[src/rtl/i2c_target_regfile.sv]
// I2C target with a small byte-wide register file. The bus side writes and reads the registers through
// an auto-incrementing pointer, and the fabric reads the same registers through host_addr/host_rdata.
module i2c_target_regfile #(
  parameter logic [6:0] TARGET_ADDR = 7'h2A,
  parameter int         NUM_REGS    = 16,
  parameter int         FILTER_LEN  = 4,
  parameter int         HOLD_CYC    = 8,
  parameter int         PW          = $clog2(NUM_REGS)
) (
  input  logic          clk,
  input  logic          reset_n,
  input  logic          sda_in,
  input  logic          scl_in,
  output logic          sda_oe,
  output logic          scl_oe,
  input  logic [PW-1:0] host_addr,
  output logic [7:0]    host_rdata,
  output logic          wr_strobe,
  output logic [PW-1:0] wr_index,
  output logic [7:0]    wr_data,
  output logic          busy,
  output logic [3:0]    dbg_state
);

  localparam int FW = $clog2(FILTER_LEN + 1);
  localparam int HW = $clog2(HOLD_CYC + 1);

  typedef enum logic [3:0] {
    S_IDLE      = 4'd0,
    S_ADDR      = 4'd1,
    S_ADDR_ACK  = 4'd2,
    S_PTR       = 4'd3,
    S_PTR_ACK   = 4'd4,
    S_WDATA     = 4'd5,
    S_WDATA_ACK = 4'd6,
    S_RDATA     = 4'd7,
    S_RDATA_ACK = 4'd8,
    S_IGNORE    = 4'd9
  } state_t;

  state_t r_state;
  state_t w_state_nxt;

  // Index 0 carries SCL and index 1 carries SDA through the synchronizer and the glitch filter.
  logic [1:0]    r_meta;
  logic [1:0]    r_sync;
  logic [1:0]    r_filt;
  logic [1:0]    r_filt_d;
  logic [FW-1:0] r_fcnt [2];

  logic          r_rw;
  logic [7:0]    r_shift;
  logic [2:0]    r_bit_cnt;
  logic [PW-1:0] r_ptr;
  logic [7:0]    r_regs [NUM_REGS];
  logic [HW-1:0] r_hold_cnt;

  logic          w_scl_f;
  logic          w_sda_f;
  logic          w_scl_rise;
  logic          w_scl_fall;
  logic          w_start;
  logic          w_stop;
  logic          w_last_bit;
  logic          w_addr_match;
  logic          w_hold_tick;
  logic [7:0]    w_byte;
  logic [PW-1:0] w_ptr_mod;
  logic [PW-1:0] w_ptr_inc;
  logic          w_oe_want;
  logic          w_addr_hit;
  logic          w_addr_miss;
  logic          w_ptr_load;
  logic          w_commit;
  logic          w_rd_first;
  logic          w_rd_next;

  always_ff @(posedge clk or negedge reset_n) begin
    if (!reset_n) begin
      r_meta   <= 2'b11;
      r_sync   <= 2'b11;
      r_filt   <= 2'b11;
      r_filt_d <= 2'b11;
      for (int i = 0; i < 2; i++) r_fcnt[i] <= '0;
    end else begin
      r_meta   <= {sda_in, scl_in};
      r_sync   <= r_meta;
      r_filt_d <= r_filt;
      // A new level is taken only after FILTER_LEN consecutive cycles of disagreement with the old one.
      for (int i = 0; i < 2; i++) begin
        if (r_sync[i] == r_filt[i]) begin
          r_fcnt[i] <= '0;
        end else if (r_fcnt[i] == FW'(FILTER_LEN - 1)) begin
          r_filt[i] <= r_sync[i];
          r_fcnt[i] <= '0;
        end else begin
          r_fcnt[i] <= r_fcnt[i] + 1'b1;
        end
      end
    end
  end

  assign w_scl_f      = r_filt[0];
  assign w_sda_f      = r_filt[1];
  assign w_scl_rise   = w_scl_f & ~r_filt_d[0];
  assign w_scl_fall   = ~w_scl_f & r_filt_d[0];
  assign w_start      = w_scl_f & r_filt_d[0] & r_filt_d[1] & ~w_sda_f;
  assign w_stop       = w_scl_f & r_filt_d[0] & ~r_filt_d[1] & w_sda_f;
  assign w_last_bit   = (r_bit_cnt == 3'd7);
  assign w_byte       = {r_shift[6:0], w_sda_f};
  assign w_addr_match = (r_shift[6:0] == TARGET_ADDR);
  assign w_ptr_mod    = PW'({24'd0, w_byte} % NUM_REGS);
  assign w_ptr_inc    = (r_ptr == PW'(NUM_REGS - 1)) ? '0 : r_ptr + 1'b1;
  assign w_hold_tick  = (r_hold_cnt == HW'(1));

  // SDA may only move HOLD_CYC cycles after SCL falls, so every data/ACK bit is held past the master's edge.
  always_ff @(posedge clk or negedge reset_n) begin
    if (!reset_n) begin
      r_hold_cnt <= '0;
    end else if (w_scl_fall) begin
      r_hold_cnt <= HW'(HOLD_CYC);
    end else if (r_hold_cnt != '0) begin
      r_hold_cnt <= r_hold_cnt - 1'b1;
    end
  end

  always_ff @(posedge clk or negedge reset_n) begin
    if (!reset_n) r_state <= S_IDLE;
    else          r_state <= w_state_nxt;
  end

  always_comb begin
    w_state_nxt = r_state;
    if (w_stop) begin
      w_state_nxt = S_IDLE;
    end else if (w_start) begin
      w_state_nxt = S_ADDR;
    end else if (w_scl_rise) begin
      case (r_state)
        S_ADDR:      if (w_last_bit) w_state_nxt = w_addr_match ? S_ADDR_ACK : S_IGNORE;
        S_ADDR_ACK:  w_state_nxt = r_rw ? S_RDATA : S_PTR;
        S_PTR:       if (w_last_bit) w_state_nxt = S_PTR_ACK;
        S_PTR_ACK:   w_state_nxt = S_WDATA;
        S_WDATA:     if (w_last_bit) w_state_nxt = S_WDATA_ACK;
        S_WDATA_ACK: w_state_nxt = S_WDATA;
        S_RDATA:     if (w_last_bit) w_state_nxt = S_RDATA_ACK;
        S_RDATA_ACK: w_state_nxt = w_sda_f ? S_IGNORE : S_RDATA;
        default:     w_state_nxt = r_state;
      endcase
    end
  end

  // START and STOP need SCL high in both cycles, so they never coincide with an SCL rise.
  always_comb begin
    w_oe_want   = 1'b0;
    w_addr_hit  = 1'b0;
    w_addr_miss = 1'b0;
    w_ptr_load  = 1'b0;
    w_commit    = 1'b0;
    w_rd_first  = 1'b0;
    w_rd_next   = 1'b0;
    case (r_state)
      S_ADDR_ACK, S_PTR_ACK, S_WDATA_ACK: w_oe_want = 1'b1;
      S_RDATA:                            w_oe_want = ~r_shift[7];
      default:                            w_oe_want = 1'b0;
    endcase
    if (w_scl_rise) begin
      case (r_state)
        S_ADDR: begin
          w_addr_hit  = w_last_bit & w_addr_match;
          w_addr_miss = w_last_bit & ~w_addr_match;
        end
        S_ADDR_ACK:  w_rd_first = r_rw;
        S_PTR:       w_ptr_load = w_last_bit;
        S_WDATA:     w_commit   = w_last_bit;
        S_RDATA_ACK: w_rd_next  = ~w_sda_f;
        default:     ;
      endcase
    end
  end

  // wr_strobe is a single-cycle valid for wr_index/wr_data; there is no ready, the fabric must accept it.
  always_ff @(posedge clk or negedge reset_n) begin
    if (!reset_n) begin
      r_rw      <= 1'b0;
      r_shift   <= '0;
      r_bit_cnt <= '0;
      r_ptr     <= '0;
      sda_oe    <= 1'b0;
      busy      <= 1'b0;
      wr_strobe <= 1'b0;
      wr_index  <= '0;
      wr_data   <= '0;
      for (int i = 0; i < NUM_REGS; i++) r_regs[i] <= '0;
    end else begin
      wr_strobe <= 1'b0;
      if (w_start) begin
        r_bit_cnt <= '0;
      end else if (w_scl_rise && (r_state == S_ADDR || r_state == S_PTR ||
                                  r_state == S_WDATA || r_state == S_RDATA)) begin
        r_bit_cnt <= r_bit_cnt + 1'b1;
        r_shift   <= {r_shift[6:0], (r_state == S_RDATA) ? 1'b0 : w_sda_f};
      end
      if (w_addr_hit) begin
        busy <= 1'b1;
        r_rw <= w_sda_f;
      end
      if (w_addr_miss || w_stop) busy <= 1'b0;
      if (w_ptr_load) r_ptr <= w_ptr_mod;
      if (w_commit) begin
        r_regs[r_ptr] <= w_byte;
        wr_strobe     <= 1'b1;
        wr_index      <= r_ptr;
        wr_data       <= w_byte;
        r_ptr         <= w_ptr_inc;
      end
      if (w_rd_first) r_shift <= r_regs[r_ptr];
      if (w_rd_next) begin
        r_ptr   <= w_ptr_inc;
        r_shift <= r_regs[w_ptr_inc];
      end
      if (w_start || w_stop) sda_oe <= 1'b0;
      else if (w_hold_tick)  sda_oe <= w_oe_want;
    end
  end

  always_comb begin
    host_rdata = '0;
    if (int'(host_addr) < NUM_REGS) host_rdata = r_regs[host_addr];
  end

  assign scl_oe    = 1'b0;
  assign dbg_state = r_state;

endmodule

[config.mk]
export PLATFORM = sky130hd
export DESIGN_NAME = i2c_target_regfile
export DESIGN_NICKNAME = d
export VERILOG_FILES = /design/src/rtl/i2c_target_regfile.sv
export SDC_FILE = /design/constraint.sdc
export NUM_CORES = 1
export LEC_CHECK = 0
export CORE_ASPECT_RATIO = 1.2
export CORE_MARGIN = 1.5
export CORE_UTILIZATION = 62
export CTS_CLUSTER_SIZE = 12
export DETAILED_ROUTE_END_ITERATION = 8
export HOLD_SLACK_MARGIN = 0.1
export PLACE_DENSITY_LB_ADDON = 0.2
export REMOVE_ABC_BUFFERS = 1
export SLEW_MARGIN = 15
export SYNTH_ARGS = -nofsm -noshare
export SYNTH_HDL_FRONTEND = slang
export SYNTH_SLANG_ARGS = --single-unit
export TNS_END_PERCENT = 5
[constraint.sdc]
create_clock -name clk -period 4.28 [get_ports clk]
set_clock_uncertainty 0.1 [all_clocks]
set_input_delay 0.856 -clock clk [delete_from_list [all_inputs] [get_ports clk]]
set_output_delay 0.856 -clock clk [all_outputs]
set_load 0.01 [all_outputs]
==> flow_summary_export.csv, run 1 <==
group,metric,value,unit
outcome,status,"complete, no violations",
logic_synthesis,yosys-top-cells-count,"dfrtp_1 (173), mux2_2 (145), mux4_2 (106)",
drt,drt_iter0_markers,818,
clocking,root_buffer,"clkbuf_16",
die,dieArea,0.0178,mm2
logic_synthesis,ys_ff_latch,181,
clocking,cts_hold_buffers,0,
global_route,antenna_found_initial,0,
timing,setup_viol,0,
drt,via_per_inst,7.36,
global_route,grtUsageTotal,0.343,
cells_and_area,antenna_cells,0,
timing,hold_violations,0,
flow_run,cap_violations,0,
global_route,grt_max_degree,79,
cells_and_area,stdcell_count,979,
setup_path,critical_path_peak_fanout,32,
setup_path,worstSetupPathType,"in -> out",
drt,routed_wl,28.4,mm
drt,first_pass_iters,6,
setup_path,worst-endpoint-arrival,3.03,ns
logic_synthesis,yosysSeqAreaShare,0.432,
clocking,post-cts-setup-buffers,0,
power,leakage,5.03,nW
clocking,cts.clk_slew.worst_paths,0.07,ns
timing,rsz0062_at_grt,"false",
cells_and_area,fillCellCount,1089,
cells_and_area,drive_above_1_share,0.448,
clocking,cts_htree_levels,4,
setup_path,worstPathRequired,3.32,ns
cells_and_area,fin_nets,768,
timing,slew_viol_final,0,
logic_synthesis,ys_top_cells_by_area,"dfrtp_1 (41%), mux4_2 (23%), mux2_2 (16%)",
drt,num_vias,7202,
logic_synthesis,syn_area,0.0105,mm2
hold_path,hold_path.class,"reg -> reg",
timing,timing.fmax,251,MHz
logic_synthesis,ys_warn_count,0,
global_route,grt_pass1_wl,44.2,mm
timing,hold_ws,0.258,ns
die,die_h,146,um
setup_path,crit_chain,"clkdlybuf4s50_1 -> buf_12 -> mux4_2 -> mux4_2 -> clkdlybuf4s50_1",
clocking,cts_tree,"yes",
logic_synthesis,synth_enable_flop_cells,0,
setup_path,worstSetupEndpointType,"output port",
placement,dp_slack,0.328,ns
logic_synthesis,async_reset_ff_frac,1.00,
setup_path,startpoint_type,"input port",
clocking,cts_made_buffers,17,
placement,port_buffers,34,
drt,drc,0,
die,initial_core_util,0.629,
timing,finalCritPeriodShare,0.931,
setup_path,critical-path-slowest-cell,"clkdlybuf4s50_1",
drt,avgRoutedWirePerCell,29.0,um
die,placementRows,52,
logic_synthesis,syn_area_per_cell,14.3,um2
logic_synthesis,synth_top_area_frac,0.412,
timing,period_needed,3.98,ns
setup_path,cpPeakStageDelay,0.57,ns
placement,dp_hpwl,18.0,mm
timing,layout_setup_ws,0.296,ns
die,core-area,0.0167,mm2
timing,slew-limit-headroom,0.474,
drt,ant_nets,0,
clocking,clock_path_buffers,2,
timing,worstMarginPinSlew,0.788,ns
logic_synthesis,synth_cell_types,63,
power,finalPower,0.00397,W
cells_and_area,syn2layout_area_growth,11.1,%
global_route,grt_overflow,0,
global_route,grt_pass1_vias,7598,
logic_synthesis,syn_inst,736,
die,die_w,122,um
clocking,cts_resized,0,
placement,gp_congestion,0.861,
power,p_per_area,339,mW/mm2
logic_synthesis,synth_top_area_cell,"dfrtp_1",
die,floorplan.io_pins,36,
clocking,insertion_delay,0.44,ns
logic_synthesis,synth_most_common_cell,"dfrtp_1",
logic_synthesis,synthFlopType,"dfrtp_1",
placement,dp_cells,947,
power,vdd_drop_max,0.371,mV
clocking,cts_sinks,181,
## final cells by class
type | instances | area (um2) | share of cell area
multi-input combinational | 488 | 5680 | 0.486
sequential | 181 | 4540 | 0.389
timing repair buffer | 56 | 552 | 0.0472
clock buffer | 17 | 425 | 0.0364
tap | 216 | 270 | 0.0231
clock inverter | 15 | 196 | 0.0168
inverter | 6 | 22.5 | 0.00193
## registers in the layout, summed over array words and instances (netlist names), 2 cells and up
name,count
r_hold_cnt,4
wr_index,4
dbg_state,4
wr_data,8
r_fcnt,6
r_ptr,4
r_regs,128
r_sync,2
r_bit_cnt,3
r_shift,8
r_meta,2
r_filt,2
r_filt_d,2
## kinds of logic after synthesis
kind of cell    synth area share
other cells             0.000357
flops                      0.432
fa+ha+maj                 0.0119
buf+inv                   0.0301
compound gates            0.0678
mux                        0.383
simple gates              0.0717
xor+xnor                 0.00333
## worst max-delay path, delay by kind of cell
family	cells	cell delay [ns]
buffers and inverters	3	1.31
muxes	2	0.85
## power by group
part | internal, W | total, W | leakage (nW) | switching (W)
combinational | 0.000158 | 0.000371 | 2.25 | 0.000213
sequential | 0.00180 | 0.00195 | 2.49 | 0.000148
clock | 0.000934 | 0.00165 | 0.294 | 0.000717
total | 0.00289 | 0.00397 | 5.03 | 0.00108
## cells in the final DEF (no fill, tap or decap), types with 4 or more instances in the layout
| master | instances |
|---|---|
| inv_1 | 6 |
| xnor2_1 | 4 |
| a21boi_0 | 5 |
| buf_4 | 18 |
| mux4_2 | 106 |
| or3_1 | 4 |
| nor2_1 | 19 |
| nor3_1 | 6 |
| o31ai_1 | 6 |
| clkinv_4 | 5 |
| a211oi_1 | 7 |
| buf_12 | 4 |
| nand3_1 | 6 |
| dfrtp_1 | 172 |
| nor2b_1 | 12 |
| ha_1 | 10 |
| a21oi_1 | 7 |
| and2_1 | 8 |
| nor3b_1 | 5 |
| clkdlybuf4s50_1 | 32 |
| o21ai_0 | 18 |
| nand2_1 | 28 |
| a22oi_1 | 13 |
| dfstp_2 | 8 |
| a21o_1 | 4 |
| a221o_1 | 8 |
| clkbuf_16 | 17 |
| mux2_2 | 145 |
| nand3_2 | 16 |
## through the flow
| step | area (um2) | setup TNS (ns) | util |
|---|---|---|---|
| 2_1_floorplan | 10200 | -0.0810 | - |
| 3_3_place_gp | 11000 | 0 | 0.661 |
| 3_5_place_dp | 11000 | 0 | 0.661 |
| 4_1_cts | 11700 | 0 | 0.698 |
| 5_1_grt | 11700 | 0 | 0.699 |
| 6_report | 11700 | 0 | 0.699 |
## metal layers
metal | track usage | wire length, um | up-vias
met2 | 0.547 | 14200 | 430
met4 | 0.192 | 1640 | 0
met3 | 0.0741 | 2510 | 120
met5 | 0 | 0 | -
met1 | 0.435 | 9990 | 3739
li1 | - | - | 2913
## worst paths after layout
path | start | end | slack [ns] | depth (start not counted)
hold reg to reg | r_meta[1] | r_sync[1] | 0.26 | 0
min in group asynchronous | reset_n | r_fcnt[5] | 0.31 | 1
hold / removal | r_meta[1] | r_sync[1] | 0.26 | 0
max in group asynchronous | reset_n | r_regs[102] | 2.87 | 2
setup reg to reg | r_ptr[0] | r_shift[3] | 0.99 | 7
setup / recovery | host_addr[1] | host_rdata[7] | 0.30 | 5
Power figures use the tool's default switching activity.
==> run 2: changes to the inputs <==
CORE_UTILIZATION = 65   (was 62)
DONT_BUFFER_PORTS = 1   (was default)
clock period = 4.45 ns   (was 4.28 ns; I/O delays follow)
==> flow_summary_export.csv, run 2 (synthesized netlist as in run 1, its figures left out) <==
group,metric,value,unit
outcome,status,"complete, no violations",
setup_path,worstPathRequired,4.66,ns
global_route,grt_pass1_vias,7008,
cells_and_area,antenna_cells,0,
clocking,cts_made_buffers,17,
cells_and_area,largest_reg_flops,128,
clocking,cts.clk_slew.worst_paths,0.06,ns
cells_and_area,post-route-util,0.715,
setup_path,r2r_end,"r_regs[113]",
clocking,insertion_delay,0.43,ns
global_route,grtUsageTotal,0.341,
clocking,cts_sinks,181,
cells_and_area,fin_area,0.0112,mm2
clocking,root_buffer,"clkbuf_16",
timing,worstMarginPinSlew,0.850,ns
drt,ant_nets,0,
setup_path,worst-endpoint-arrival,3.43,ns
cells_and_area,drive_above_1_share,0.456,
cells_and_area,fin_nets,727,
placement,placed_cell_area,0.0106,mm2
drt,num_vias,7005,
drt,drt_iter0_markers,707,
global_route,grt_overflow,0,
die,core-area,0.0157,mm2
timing,slew-limit-headroom,0.433,
placement,port_buffers,0,
flow_run,cap_violations,0,
clocking,cts_htree_levels,4,
drt,routed_wl,27.4,mm
clocking,clock_path_buffers,2,
setup_path,r2r_setup_slack,1.24,ns
global_route,grt_max_degree,182,
die,die_h,142,um
die,die_w,119,um
setup_path,startpoint_type,"flip-flop",
power,vdd_drop_max,0.264,mV
cells_and_area,registers.top_by_ff_count,"r_regs",
timing,period_needed,3.21,ns
setup_path,worstSetupEndpointType,"flip-flop",
placement,gp_congestion,0.909,
timing,setup_tns,0,ns
clocking,cts_resized,0,
global_route,grt_pass1_wl,42.1,mm
setup_path,critical_path_peak_fanout,22,
die,floorplan.io_pins,36,
setup_path,reg2regPathDepth,4,
drt,avgRoutedWirePerCell,29.5,um
timing,slew_viol_final,0,
cells_and_area,mostFrequentLayoutCells,"dfrtp_1 (172), mux2_2 (145), mux4_2 (106)",
hold_path,hold_path.class,"in -> async",
setup_path,worstSetupPathType,"reg -> reg",
timing,setup_viol,0,
global_route,antenna_found_initial,0,
clocking,cts_tree,"yes",
drt,first_pass_iters,5,
die,placementRows,50,
timing,finalCritPeriodShare,0.722,
setup_path,timing.rr.start,"dbg_state[0]",
die,initial_core_util,0.670,
timing,rsz0062_at_grt,"false",
power,p_per_area,333,mW/mm2
drt,drc,0,
placement,dp_hpwl,16.6,mm
die,dieArea,0.0170,mm2
timing,hold_violations,0,
drt,via_per_inst,7.53,
cells_and_area,syn2layout_area_growth,6.80,%
cells_and_area,largestRegisters,"r_regs (128), r_shift (8), wr_data (8)",
power,leakage,4.86,nW
timing,timing.fmax,311,MHz
cells_and_area,mostFrequentLayoutCell,"dfrtp_1",
run 2: changes by cell type in the layout (fill, tap and decap cells not counted), moves of 2 or more:
| cell | before | now |
|---|---|---|
| clkdlybuf4s50_1 | 32 | 0 |
| buf_12 | 4 | 0 |
| clkbuf_1 | 0 | 4 |
| clkinv_4 | 5 | 1 |
| buf_4 | 18 | 15 |
| clkbuf_8 | 0 | 2 |
| clkinv_2 | 0 | 2 |
| inv_6 | 2 | 0 |
| inv_8 | 2 | 0 |
run 2: report_power, final:
group | internal, W | switching, W | total (W)
combinational | 0.000133 | 0.000139 | 0.000272
clock | 0.000969 | 0.000624 | 0.00159
sequential | 0.00173 | 0.000143 | 0.00187
total | 0.00283 | 0.000906 | 0.00374
run 2: per-layer routing:
layer	GRT usage	wire length, um
met1	0.433	9730
met2	0.547	13400
met4	0.215	1790
met3	0.0653	2480
met5	0	0
run 2: metrics by stage:
step,hold WS (ns),setup slack [ns],instances,total power [W]
floorplan,0.245,0.142,675,0.00207
global placement,0.248,1.41,898,0.00214
detailed placement,0.249,1.37,898,0.00217
CTS,0.0416,1.34,930,0.00375
global route,0.0425,1.09,930,0.00386
finish,0.0518,1.24,930,0.00374
run 2: worst max-delay path by stage:
stage	start	slack [ns]	depth (start not counted)	to
2_1_floorplan	r_ptr[0]	0.14	6	r_shift[6]
3_3_place_gp	r_ptr[0]	1.41	7	r_shift[7]
3_5_place_dp	r_ptr[0]	1.37	7	r_shift[6]
4_1_cts	dbg_state[0]	1.34	4	r_regs[113]
5_1_grt	r_ptr[0]	1.09	7	r_shift[3]
6_report	dbg_state[0]	1.24	4	r_regs[113]
run 2: layout make-up:
cell class	count	area, um2
Multi-Input combinational cell	488	5680
Sequential cell	181	4540
Fill cell	1019	4470
Clock buffer	23	468
Tap cell	208	260
Clock inverter	9	154
Timing Repair Buffer	15	113
Inverter	6	22.5
run 2: repair_timing:
item                                   in CTS  in global routing
setup endpoints to repair                   0                  0
buffers inserted                            0                  0
endpoints found under the hold margin     173                173
run 2: critical path, cell delays in order, from the launching register on:
cell	delay, ns
dfrtp_1	0.72
nor2b_1	0.43
and4_2	0.77
nand3_2	0.59
mux2_2	0.46
